$ cat src/rtl/rect_draw_arbiter.sv
// Round-robin arbiter that fills solid-colour rectangles through the LT24Display
// pixel write port, one clipped pixel per accepted write, row by row.
module rect_draw_arbiter #(
  parameter int NUM_REQ = 3,
  parameter int WIDTH   = 240,
  parameter int HEIGHT  = 320
) (
  input  logic                    clock,
  input  logic                    reset_n,
  input  logic [NUM_REQ-1:0]      req,
  input  logic [8*NUM_REQ-1:0]    reqX0,
  input  logic [9*NUM_REQ-1:0]    reqY0,
  input  logic [8*NUM_REQ-1:0]    reqW,
  input  logic [9*NUM_REQ-1:0]    reqH,
  input  logic [16*NUM_REQ-1:0]   reqColour,
  output logic [NUM_REQ-1:0]      grant,
  output logic [NUM_REQ-1:0]      done,
  output logic                    busy,
  output logic [7:0]              xAddr,
  output logic [8:0]              yAddr,
  output logic [15:0]             pixelData,
  output logic                    pixelWrite,
  input  logic                    pixelReady,
  output logic [1:0]              o_dbg_state
);

  typedef enum logic [1:0] {
    S_IDLE = 2'd0,
    S_DRAW = 2'd1,
    S_DONE = 2'd2
  } state_t;

  localparam int                 REC_W   = 50;
  localparam logic [9:0]         X_MAX   = 10'(WIDTH - 1);
  localparam logic [9:0]         Y_MAX   = 10'(HEIGHT - 1);
  localparam logic [NUM_REQ-1:0] ONE     = NUM_REQ'(1);
  localparam logic [NUM_REQ-1:0] PTR_RST = NUM_REQ'(1) << (NUM_REQ - 1);

  state_t               r_state, w_state_nxt;
  logic [NUM_REQ-1:0]   r_ptr_oh, w_ptr_nxt;
  logic [NUM_REQ-1:0]   r_win_oh, w_win_nxt;
  logic [NUM_REQ-1:0]   r_grant, w_grant_nxt;
  logic [NUM_REQ-1:0]   r_done, w_done_nxt;
  logic                 r_busy, w_busy_nxt;
  logic [7:0]           r_x, w_x_nxt;
  logic [8:0]           r_y, w_y_nxt;
  logic [7:0]           r_x0, w_x0_nxt;
  logic [7:0]           r_x1, w_x1_nxt;
  logic [8:0]           r_y1, w_y1_nxt;
  logic [15:0]          r_data, w_data_nxt;
  logic                 r_pw, w_pw_nxt;

  // Round-robin pick: lowest request strictly above the pointer, else lowest overall.
  logic [NUM_REQ-1:0]   w_upper, w_sel, w_pick_oh;
  assign w_upper   = req & ~((r_ptr_oh << 1) - ONE);
  assign w_sel     = (|w_upper) ? w_upper : req;
  assign w_pick_oh = w_sel & (~w_sel + ONE);

  logic [NUM_REQ:0][REC_W-1:0] w_rec_acc;
  logic [7:0]  w_x0, w_w;
  logic [8:0]  w_y0, w_h;
  logic [15:0] w_col;

  assign w_rec_acc[0] = '0;
  for (genvar gi = 0; gi < NUM_REQ; gi++) begin : g_mux
    assign w_rec_acc[gi+1] = w_rec_acc[gi] | ({REC_W{w_pick_oh[gi]}} &
                             {reqX0[8*gi +: 8], reqY0[9*gi +: 9], reqW[8*gi +: 8],
                              reqH[9*gi +: 9], reqColour[16*gi +: 16]});
  end
  assign {w_x0, w_y0, w_w, w_h, w_col} = w_rec_acc[NUM_REQ];

  logic [9:0] w_x_end, w_y_end;
  logic [7:0] w_x1;
  logic [8:0] w_y1;
  logic       w_empty;

  assign w_x_end = {2'b00, w_x0} + {2'b00, w_w} - 10'd1;
  assign w_y_end = {1'b0, w_y0} + {1'b0, w_h} - 10'd1;
  assign w_x1    = (w_x_end > X_MAX) ? X_MAX[7:0] : w_x_end[7:0];
  assign w_y1    = (w_y_end > Y_MAX) ? Y_MAX[8:0] : w_y_end[8:0];
  assign w_empty = (w_w == 8'd0) || (w_h == 9'd0) ||
                   ({2'b00, w_x0} > X_MAX) || ({1'b0, w_y0} > Y_MAX);

  // pixelWrite/pixelReady: a pixel transfers on every cycle where both are high;
  // while pixelWrite is high and pixelReady low, xAddr/yAddr/pixelData stay put.
  always_comb begin
    w_state_nxt = r_state;
    w_ptr_nxt   = r_ptr_oh;
    w_win_nxt   = r_win_oh;
    w_grant_nxt = '0;
    w_done_nxt  = '0;
    w_busy_nxt  = r_busy;
    w_x_nxt     = r_x;
    w_y_nxt     = r_y;
    w_x0_nxt    = r_x0;
    w_x1_nxt    = r_x1;
    w_y1_nxt    = r_y1;
    w_data_nxt  = r_data;
    w_pw_nxt    = r_pw;
    case (r_state)
      S_IDLE: begin
        if (|req) begin
          w_ptr_nxt   = w_pick_oh;
          w_win_nxt   = w_pick_oh;
          w_grant_nxt = w_pick_oh;
          w_busy_nxt  = 1'b1;
          w_x_nxt     = w_x0;
          w_y_nxt     = w_y0;
          w_x0_nxt    = w_x0;
          w_x1_nxt    = w_x1;
          w_y1_nxt    = w_y1;
          w_data_nxt  = w_col;
          w_pw_nxt    = ~w_empty;
          w_state_nxt = S_DRAW;
        end
      end
      S_DRAW: begin
        // An empty rect spends its grant cycle here without writing.
        if (!r_pw) begin
          w_state_nxt = S_DONE;
          w_done_nxt  = r_win_oh;
        end else if (pixelReady) begin
          if (r_x == r_x1) begin
            if (r_y == r_y1) begin
              w_pw_nxt    = 1'b0;
              w_state_nxt = S_DONE;
              w_done_nxt  = r_win_oh;
            end else begin
              w_x_nxt = r_x0;
              w_y_nxt = r_y + 9'd1;
            end
          end else begin
            w_x_nxt = r_x + 8'd1;
          end
        end
      end
      S_DONE: begin
        w_busy_nxt  = 1'b0;
        w_state_nxt = S_IDLE;
      end
      default: w_state_nxt = S_IDLE;
    endcase
  end

  always_ff @(posedge clock or negedge reset_n) begin
    if (!reset_n) begin
      r_state  <= S_IDLE;
      r_ptr_oh <= PTR_RST;
      r_win_oh <= '0;
      r_grant  <= '0;
      r_done   <= '0;
      r_busy   <= 1'b0;
      r_x      <= '0;
      r_y      <= '0;
      r_x0     <= '0;
      r_x1     <= '0;
      r_y1     <= '0;
      r_data   <= '0;
      r_pw     <= 1'b0;
    end else begin
      r_state  <= w_state_nxt;
      r_ptr_oh <= w_ptr_nxt;
      r_win_oh <= w_win_nxt;
      r_grant  <= w_grant_nxt;
      r_done   <= w_done_nxt;
      r_busy   <= w_busy_nxt;
      r_x      <= w_x_nxt;
      r_y      <= w_y_nxt;
      r_x0     <= w_x0_nxt;
      r_x1     <= w_x1_nxt;
      r_y1     <= w_y1_nxt;
      r_data   <= w_data_nxt;
      r_pw     <= w_pw_nxt;
    end
  end

  assign grant       = r_grant;
  assign done        = r_done;
  assign busy        = r_busy;
  assign xAddr       = r_x;
  assign yAddr       = r_y;
  assign pixelData   = r_data;
  assign pixelWrite  = r_pw;
  assign o_dbg_state = r_state;

endmodule
$ cat config.mk
export PLATFORM = sky130hd
export DESIGN_NAME = rect_draw_arbiter
export DESIGN_NICKNAME = d
export VERILOG_FILES = /design/src/rtl/rect_draw_arbiter.sv
export SDC_FILE = /design/constraint.sdc
export NUM_CORES = 1
export LEC_CHECK = 0
export ABC_CLOCK_PERIOD_IN_PS = 4200
export BUFFER_PORTS_ARGS = -buffer_cell sky130_fd_sc_hd__buf_2
export CAP_MARGIN = 25
export CELL_PAD_IN_SITES_DETAIL_PLACEMENT = 0
export CELL_PAD_IN_SITES_GLOBAL_PLACEMENT = 1
export CORE_MARGIN = 1.5
export CORE_UTILIZATION = 33
export CTS_BUF_LIST = sky130_fd_sc_hd__clkbuf_4 sky130_fd_sc_hd__clkbuf_8
export DETAILED_ROUTE_END_ITERATION = 8
export PLACE_DENSITY = 0.78
export SYNTH_ARGS = -nofsm -noshare
export SYNTH_HDL_FRONTEND = slang
export SYNTH_SLANG_ARGS = --single-unit
$ cat constraint.sdc
create_clock -name clock -period 4.2 [get_ports clock]
set_clock_uncertainty 0.2 [all_clocks]
set_input_delay 0.84 -clock clock [delete_from_list [all_inputs] [get_ports clock]]
set_output_delay 0.84 -clock clock [all_outputs]
set_load 0.03 [all_outputs]
After elaboration in Yosys (flattened, before gate mapping) --
Cells that the tools add are included.
Storage, ports and cells: register bits after elaboration 73, bits of input ports 156, output and inout port bits 43
Cells by class: $add $sub $neg 8, order comparisons 4, eq/ne operators 13, mux-type cells 36, bitwise operators 10, reductions and logical operators 16
Operators by type and width (count):
- $and 50x50->50 | 3
- $or 50x50->50 | 2
- $mux 9 | 6
- $mux 8 | 6
- $mux 3 | 8
- $pmux 9 s2 | 1
- $pmux 8 s2 | 1
- $ne 3x3->1 const B | 4
- $add 9x9->10 | 1
- $gt 10x8->1 const B | 1
- $gt 10x9->1 const B | 1
- $mux 2 | 5
- $ne 2x2->1 const B | 5
- $sub 10x1->10 const B | 1
- $sub 9x1->10 const B | 1
- $add 8x8->9 | 1
- $add 9x1->9 const B | 1
- $eq 9x9->1 | 1
- $gt 9x9->1 const B | 1
- $logic_not 9->1 | 1
- $add 8x1->8 const B | 1
- $eq 8x8->1 | 1
- $gt 8x8->1 const B | 1
- $logic_not 8->1 | 1
- other kinds (18) | 32

Longest topological paths before layout --
Gate-level depths: netlist (run 1).
depth after elaboration 18, depth in mapped cells 15

Worst setup path before layout (run 1) --
OpenSTA, ideal clock, no wires.
path kind input port to flip-flop, start point input req[2], end point register r_x1[4], arrival time 4.254 ns, data required time 3.879 ns, path slack -0.375 ns, stages on the path 15, path buffers 2, path through a21oi_1 -> o21a_1 -> clkbuf_1 -> clkbuf_1 -> a222oi_1 -> ha_1 -> inv_1 -> ha_1 -> fa_1 -> a21o_1 -> a21oi_1 -> xor2_1 -> a2111oi_0 -> a21oi_1 -> a22o_1
On the way: cells in the longest elaborated chain, start to end 13, elaborated cells between the ends (all ways) 17
RTL lines:
- start: declaration | RTL line 10 | input logic [NUM_REQ-1:0] req,
- $and 3x3->3 | RTL line 55 | assign w_upper = req & ~((r_ptr_oh << 1) - ONE);
- $reduce_or 3->1 | RTL line 56 | assign w_sel = (|w_upper) ? w_upper : req;
- $mux 3 | RTL line 56
- $not 3->3 | RTL line 57 | assign w_pick_oh = w_sel & (~w_sel + ONE);
- $add 3x1->3 | RTL line 57
- $and 3x3->3 | RTL line 57
- $and 50x50->50 | RTL line 66 | assign w_rec_acc[gi+1] = w_rec_acc[gi] | ({REC_W{w_pick_oh[gi]}} &
- $or 50x50->50 (2 in series) | RTL line 66
- $add 8x8->9 | RTL line 77 | assign w_x_end = {2'b00, w_x0} + {2'b00, w_w} - 10'd1;
- $sub 9x1->10 | RTL line 77
- $gt 10x8->1 | RTL line 79 | assign w_x1 = (w_x_end > X_MAX) ? X_MAX[7:0] : w_x_end[7:0];
- $mux 8 | RTL line 79
- end signal: assignment | RTL line 170 | r_x1 <= w_x1_nxt;
- end: declaration | RTL line 48 | logic [7:0] r_x1, w_x1_nxt;
Parallel ways exist; a longest one is shown, timed or not. A chain may end at the register's enable or synchronous reset.

Worst setup path in the final report (run 1) --
start point input req[0], end point register r_y1[8]
On the way: cells in the longest elaborated chain, start to end 13, elaborated cells between the ends (all ways) 17
RTL lines:
- $and 3x3->3 | RTL line 55
- $reduce_or 3->1 | RTL line 56
- $mux 3 | RTL line 56
- $not 3->3 | RTL line 57
- $add 3x1->3 | RTL line 57
- $and 3x3->3 | RTL line 57
- $and 50x50->50 | RTL line 66
- $or 50x50->50 (2 in series) | RTL line 66
- $add 9x9->10 | RTL line 78 | assign w_y_end = {1'b0, w_y0} + {1'b0, w_h} - 10'd1;
- $sub 10x1->10 | RTL line 78
- $gt 10x9->1 | RTL line 80 | assign w_y1 = (w_y_end > Y_MAX) ? Y_MAX[8:0] : w_y_end[8:0];
- $mux 9 | RTL line 80
- end signal: assignment | RTL line 171 | r_y1 <= w_y1_nxt;
- end: declaration | RTL line 49 | logic [8:0] r_y1, w_y1_nxt;
Parallel ways exist; a longest one is shown, timed or not.

==> results.cfg, run 1 <==
[outcome]
outcome = finished clean

[sta]
fmax_ghz = 0.247
whs_ns = 0.220
hold_violations = 0
worst_pin_slew_ns = 0.790
rsz0062_at_grt = yes
slew_headroom_pct = 47.2
min_period_ns = 4.04
fin_crit_sh_pct = 96.3
setup_slack_ns = 0.155
drv_slew = 0
finalSetupViolations = 0

[logic_synthesis]
async_flop_share_pct = 100
synth_area_leaders = dfrtp_1 35%, ha_1 8.5%, a222oi_1 7.0%
synth_nets = 751
ys_top_cells_by_count = 71 x dfrtp_1, 51 x nand2_1, 39 x o21ai_0
yosys_register_bits = 71
ys_warn_count = 0
ys_seq_area_share_pct = 35.4
synth.most_common_cell = dfrtp_1
avgSynthCellArea_um2 = 8.97
yosys.area.top_type = dfrtp_1
synthFlopType = dfrtp_1
synth_cells = 559
synth-edff-count = 0
synthesis.area_mm2 = 0.00502
yosys.cell_types.count = 61
netlist.area_leader.share_pct = 35.4

[power_and_ir_drop]
finalPower_mw = 6.38
p_per_area_mw_per_mm2 = 886
leakage_nw = 3.51
max-vdd-ir-drop_mv = 0.301

[detailed_routing]
wl_met3_um = 1240
wl_met1_um = 8170
via_per_inst = 5.46
via_count = 5601
dr.pass1.iters = 9
drtAntennaViolNets = 0
met2RoutedLength_um = 8590
drc_errors = 0
routed_wl_um = 18500
first_iter_violations = 467
wire_per_inst_um = 18.0
top_layer_used = met4

[die]
coreArea_mm2 = 0.0147
die_h_um = 126
die-area_mm2 = 0.0159
fp.dieW_um = 126
io_pins = 199
floorplan.initialDensity_pct = 34.1
rows = 44

[grt]
grt_start_max_net_pins = 29
grt_pass1_vias = 5685
grt-ovfl-total = 0
antenna_found_initial = 1
grt_pass1_wl_um = 29100
grtUsageTotal_pct = 23.3

[setup_path]
cp_data_arrival_time_ns = 4.10
cp-end-kind = register
reg2regPathDepth = 13
regToRegSetupSlack_ns = 0.18
reg2reg_from = r_ptr_oh[0]$_DFFE_PN0P_
worst_setup_path_start_kind = primary input
r2r-end = r_y1[8]$_DFFE_PN0P_
required_ns = 4.26
cp_max_fo = 20
crit_type = primary input to register

[clock_network]
clkTransAtPathRegs_ns = 0.08
clock_latency_ns = 0.37
cts-root-buf = clkbuf_8
cts.sinks = 71
cts_made_buffers = 9
cts_tree = yes
cts_htree_levels = 3
postCtsHoldBufs = 0
clockBufferDepth = 2

[placed_design]
dp_hpwl_um = 14600
gp_congestion = 0.929
io_buffers = 198
placed_area_mm2 = 0.00678
place_ws_ns = -0.378
dp_cells = 991

[final_layout]
drive_gt1_share_pct = 40.8
fin_cells = 1026
syn2layout_area_growth_pct = 43.6
design_area_mm2 = 0.00720
fin_nets = 1028

[flow_run]
cap_violations = 0

[worst_hold_path]
hp-class = primary input to asynchronous set/reset pin
## how the worst max path moves through the flow
stage	slack, ns	endpoint	startpoint	cells after the start
2_1_floorplan	0.005	r_y1[7]$_DFFE_PN0P_	req[2]	14
3_3_place_gp	-0.33	r_x1[0]$_DFFE_PN0P_	req[2]	15
3_5_place_dp	-0.38	r_x1[1]$_DFFE_PN0P_	req[2]	15
4_1_cts	0.005	r_x1[1]$_DFFE_PN0P_	r_ptr_oh[0]$_DFFE_PN0P_	14
5_1_grt	-0.02	r_y1[6]$_DFFE_PN0P_	req[0]	15
6_report	0.16	r_y1[8]$_DFFE_PN0P_	req[0]	14
## cell families after synthesis
kind of cell	count (synthesis)	synth area share, %
simple gates	145	13.4
compound gates	200	29.5
mux	7	1.55
fa+ha+maj	36	9.28
xor+xnor	32	5.59
flops	71	35.4
buf+inv	68	5.26
## report_power, final
group	internal (mW)	switching [mW]	total (mW)
combinational	1.99	2.50	4.49
clock	0.337	0.300	0.636
sequential	0.979	0.275	1.25
total	3.31	3.07	6.38
## placed cells by master, fill, tap and decap left out, types with 5 or more instances in the layout
cell type,n
a21o_1,9
a21oi_1,30
a221oi_1,8
a222oi_1,35
a22oi_1,14
a2bb2oi_1,5
and2_1,10
buf_2,198
buf_4,96
clkbuf_8,9
dfrtp_1,70
ha_1,34
inv_1,36
mux2_2,6
nand2_1,51
nand3_1,11
nand4_1,7
nor2_1,35
nor3_1,13
o21ai_0,39
o21bai_1,5
o22a_1,7
xnor2_1,18
xor2_1,13
## flip-flops by register name, summed over array words and instances (netlist names)
name	flops
xAddr	8
r_ptr_oh	1
done	3
r_win_oh	2
yAddr	9
r_x1	8
pixelWrite	1
r_x0	8
grant	3
o_dbg_state	2
busy	1
r_y1	9
pixelData	16
## worst max-delay path, cell delays in order
cell and delay [ns]:
buf_2 0.14, a21oi_1 0.07, o21a_4 0.29, buf_4 0.16
a222oi_1 0.45, ha_1 0.32, inv_1 0.06, ha_1 0.26
o21a_1 0.23, a211oi_2 0.25, nor2_1 0.08, or4_1 0.47
o211a_1 0.18, mux2_2 0.28
## repair_timing
action                                  CTS  global route
cloned                                    0             0
setup buffers                             1            17
endpoints found under the hold margin     0             0
endpoints found under the setup margin    4            17
gates resized for setup                   1            13
pin swaps                                 2            21
## per-stage QoR
step	util (%)	setup TNS [ns]
after CTS	47.7	0
final	49.0	0
after floorplan	-	0
after global routing	49.0	-0.0316
after detailed placement	46.1	-4.88
after global placement	46.1	-4.17
## per-layer routing
layer  track usage, %  vias up
li1                 -     2678
met1             29.7     2680
met2             39.1      215
met3             4.77       28
met4             8.79        0
met5                0        -
## final cells by class
cell class	instances	area, um2
clock buffer	9	124
tap	184	230
timing repair buffer	297	1750
multi-input combinational	420	3080
inverter	37	139
clock inverter	7	96.3
sequential	71	1780
antenna	1	2.50
fill	1412	7500
Power figures use the tool's default switching activity.
==> run 2, diff against run 1 <==
--- a/config.mk
+++ b/config.mk
@@ -5,13 +5,14 @@
 export SDC_FILE = /design/constraint.sdc
 export NUM_CORES = 1
 export LEC_CHECK = 0
+export ABC_AREA = 1
 export ABC_CLOCK_PERIOD_IN_PS = 4200
 export BUFFER_PORTS_ARGS = -buffer_cell sky130_fd_sc_hd__buf_2
 export CAP_MARGIN = 25
 export CELL_PAD_IN_SITES_DETAIL_PLACEMENT = 0
 export CELL_PAD_IN_SITES_GLOBAL_PLACEMENT = 1
 export CORE_MARGIN = 1.5
-export CORE_UTILIZATION = 33
+export CORE_UTILIZATION = 32
 export CTS_BUF_LIST = sky130_fd_sc_hd__clkbuf_4 sky130_fd_sc_hd__clkbuf_8
 export DETAILED_ROUTE_END_ITERATION = 8
 export PLACE_DENSITY = 0.78
==> results.cfg, run 2 <==
[power_and_ir_drop]
finalPower_mw = 5.63
max-vdd-ir-drop_mv = 0.328
leakage_nw = 3.81
p_per_area_mw_per_mm2 = 788

[clock_network]
cts-root-buf = clkbuf_8
cts_made_buffers = 9
clock_latency_ns = 0.36
cts_tree = yes
clkTransAtPathRegs_ns = 0.08
cts_htree_levels = 3
clockBufferDepth = 2
cts.sinks = 71

[die]
coreArea_mm2 = 0.0168
rows = 47
fp.dieW_um = 134
die-area_mm2 = 0.0181
floorplan.initialDensity_pct = 33.0
io_pins = 199
die_h_um = 134

[grt]
grt_pass1_vias = 5567
grtUsageTotal_pct = 19.8
antenna_found_initial = 0
grt_start_max_net_pins = 72
grt-ovfl-total = 0
grt_pass1_wl_um = 28200

[setup_path]
crit_type = primary input to register
required_ns = 4.25
cp_data_arrival_time_ns = 3.87
cp_max_fo = 18
regToRegSetupSlack_ns = 0.48
cp-end-kind = register
crit_start = req[2]
endpoint = r_x1[3]$_DFFE_PN0P_
reg2reg_from = r_win_oh[1]$_DFFE_PN0P_
worst_setup_path_start_kind = primary input
r2r-end = r_x1[3]$_DFFE_PN0P_
reg2regPathDepth = 21

[sta]
rsz0062_at_grt = no
slew_headroom_pct = 37.6
hold_violations = 0
worst_pin_slew_ns = 0.932
min_period_ns = 3.81
tns_ns = 0
setup_slack_ns = 0.386
fin_crit_sh_pct = 90.8
fmax_ghz = 0.262
drv_slew = 0
finalSetupViolations = 0

[logic_synthesis]
async_flop_share_pct = 100
synth_nets = 995
synth_area_leaders = dfrtp_1 32%, nand2_1 16%, ha_1 7.7%
synth.most_common_cell = nand2_1
yosys.cell_types.count = 44
ys_top_cells_by_count = 240 x nand2_1, 99 x inv_1, 88 x nor2_1
ys_seq_area_share_pct = 32.1
yosys.area.top_type = dfrtp_1
avgSynthCellArea_um2 = 6.89
synthFlopType = dfrtp_1
netlist.area_leader.share_pct = 32.1
synth_cells = 803
ys_warn_count = 0
synthesis.area_mm2 = 0.00553
yosys_register_bits = 71
synth-edff-count = 0

[placed_design]
io_buffers = 198
gp_congestion = 0.832
place_ws_ns = -0.108
dp_hpwl_um = 13800

[outcome]
outcome = finished clean

[detailed_routing]
first_iter_violations = 279
wire_per_inst_um = 14.2
drtAntennaViolNets = 0
via_per_inst = 4.64
via_count = 5747
drc_errors = 0
dr.pass1.iters = 4
routed_wl_um = 17600

[final_layout]
fin_nets = 1206
layout_commonest_cell = nand2_1
largest_reg_flops = 16
fillCellCount = 1778
drive_gt1_share_pct = 26.7
multiInputGateArea_mm2 = 0.00319
final-seq-area_mm2 = 0.00178
syn2layout_area_growth_pct = 29.1
num_antenna_cells = 0
layout_common_cells = 240 x nand2_1, 197 x buf_2, 99 x inv_1

[flow_run]
cap_violations = 0

[worst_hold_path]
hp-class = primary input to asynchronous set/reset pin
==> run 2: cell types whose count changed in the layout (fill, tap and decap cells not counted), sizes merged, moves of 11 or more <==
cell	previous run	this run
nand2	51	243
inv	38	108
nand3	11	47
a222oi	35	0
nor3	13	2
nor2	35	90
a22oi	14	0
buf	296	226
==> run 2: worst min-delay path by stage <==
stage                     depth (start not counted)           startpoint                    to  slack [ns]
after floorplan                                   2  r_x0[0]$_DFFE_PN0P_   r_x0[0]$_DFFE_PN0P_        0.25
after global placement                            2  r_x0[6]$_DFFE_PN0P_   r_x0[6]$_DFFE_PN0P_        0.26
after detailed placement                          2     busy$_DFFE_PN0P_      busy$_DFFE_PN0P_        0.26
after CTS                                         2     busy$_DFFE_PN0P_      busy$_DFFE_PN0P_        0.29
after global routing                              1              reset_n  yAddr[3]$_DFFE_PN0P_        0.09
final                                             1              reset_n  yAddr[3]$_DFFE_PN0P_        0.09
==> run 2: per-layer routing <==
layer	vias to the layer above	share of wire (%)	global-route usage [%]
met1	2555	48	27.4
li1	3006	-	-
met4	0	1.6	6.15
met3	16	5.1	1.95
met2	170	45	32.8
met5	-	0	0
==> run 2: what timing repair did <==
item,CTS,global route
endpoints found under the hold margin,0,0
buffers inserted,0,0
gates resized for setup,0,2
endpoints found under the setup margin,0,6
hold buffers,0,0
==> run 2: layout make-up <==
type                    count  area share, %
multi-input cells         598           44.7
flip-flops and latches     71           24.9
repair buffers            226           17.5
inverters                 108           5.71
well taps                 220           3.85
clock buffers              11           1.94
clock inverters             5           1.49
==> run 2: worst max-delay path: stages <==
cell,delay (ns)
buf_2,0.17
nand3_1,0.11
nand2_2,0.13
nand2_2,0.10
inv_4,0.21
buf_4,0.22
nand2_1,0.06
nand3_1,0.14
inv_1,0.10
ha_1,0.28
inv_1,0.04
ha_1,0.36
a21oi_1,0.22
nand2_1,0.11
nand4_1,0.11
nand2_1,0.06
o21ai_0,0.16
nand3_1,0.21
nor2_1,0.18
nor2_1,0.06
==> run 2: per-stage QoR <==
step                      instance area (um2)  utilization (%)  hold slack (ns)  std cells
after global placement                   6870             41.0            0.264       1222
after CTS                                7120             42.5            0.289       1238
final                                    7150             42.6           0.0911       1239
after global routing                     7150             42.6           0.0880       1239
after detailed placement                 6870             41.0            0.264       1222
after floorplan                          5530                -            0.248        803
==> run 2: kinds of logic (layout without fill, tap and decap cells) <==
kind of cell    after synthesis  in the layout  synth area share [%]
compound gates              121            121                  13.6
buf+inv                     134            350                  10.2
xor+xnor                     30             30                  4.75
simple gates                411            411                  30.9
flops                        71             71                  32.1
fa+ha+maj                    36             36                  8.41
==> run 2: report_power, final <==
part	switching [mW]	internal [mW]	total, mW
clock	0.263	0.409	0.672
sequential	0.257	0.980	1.24
combinational	2.38	1.34	3.73
total	2.90	2.73	5.63
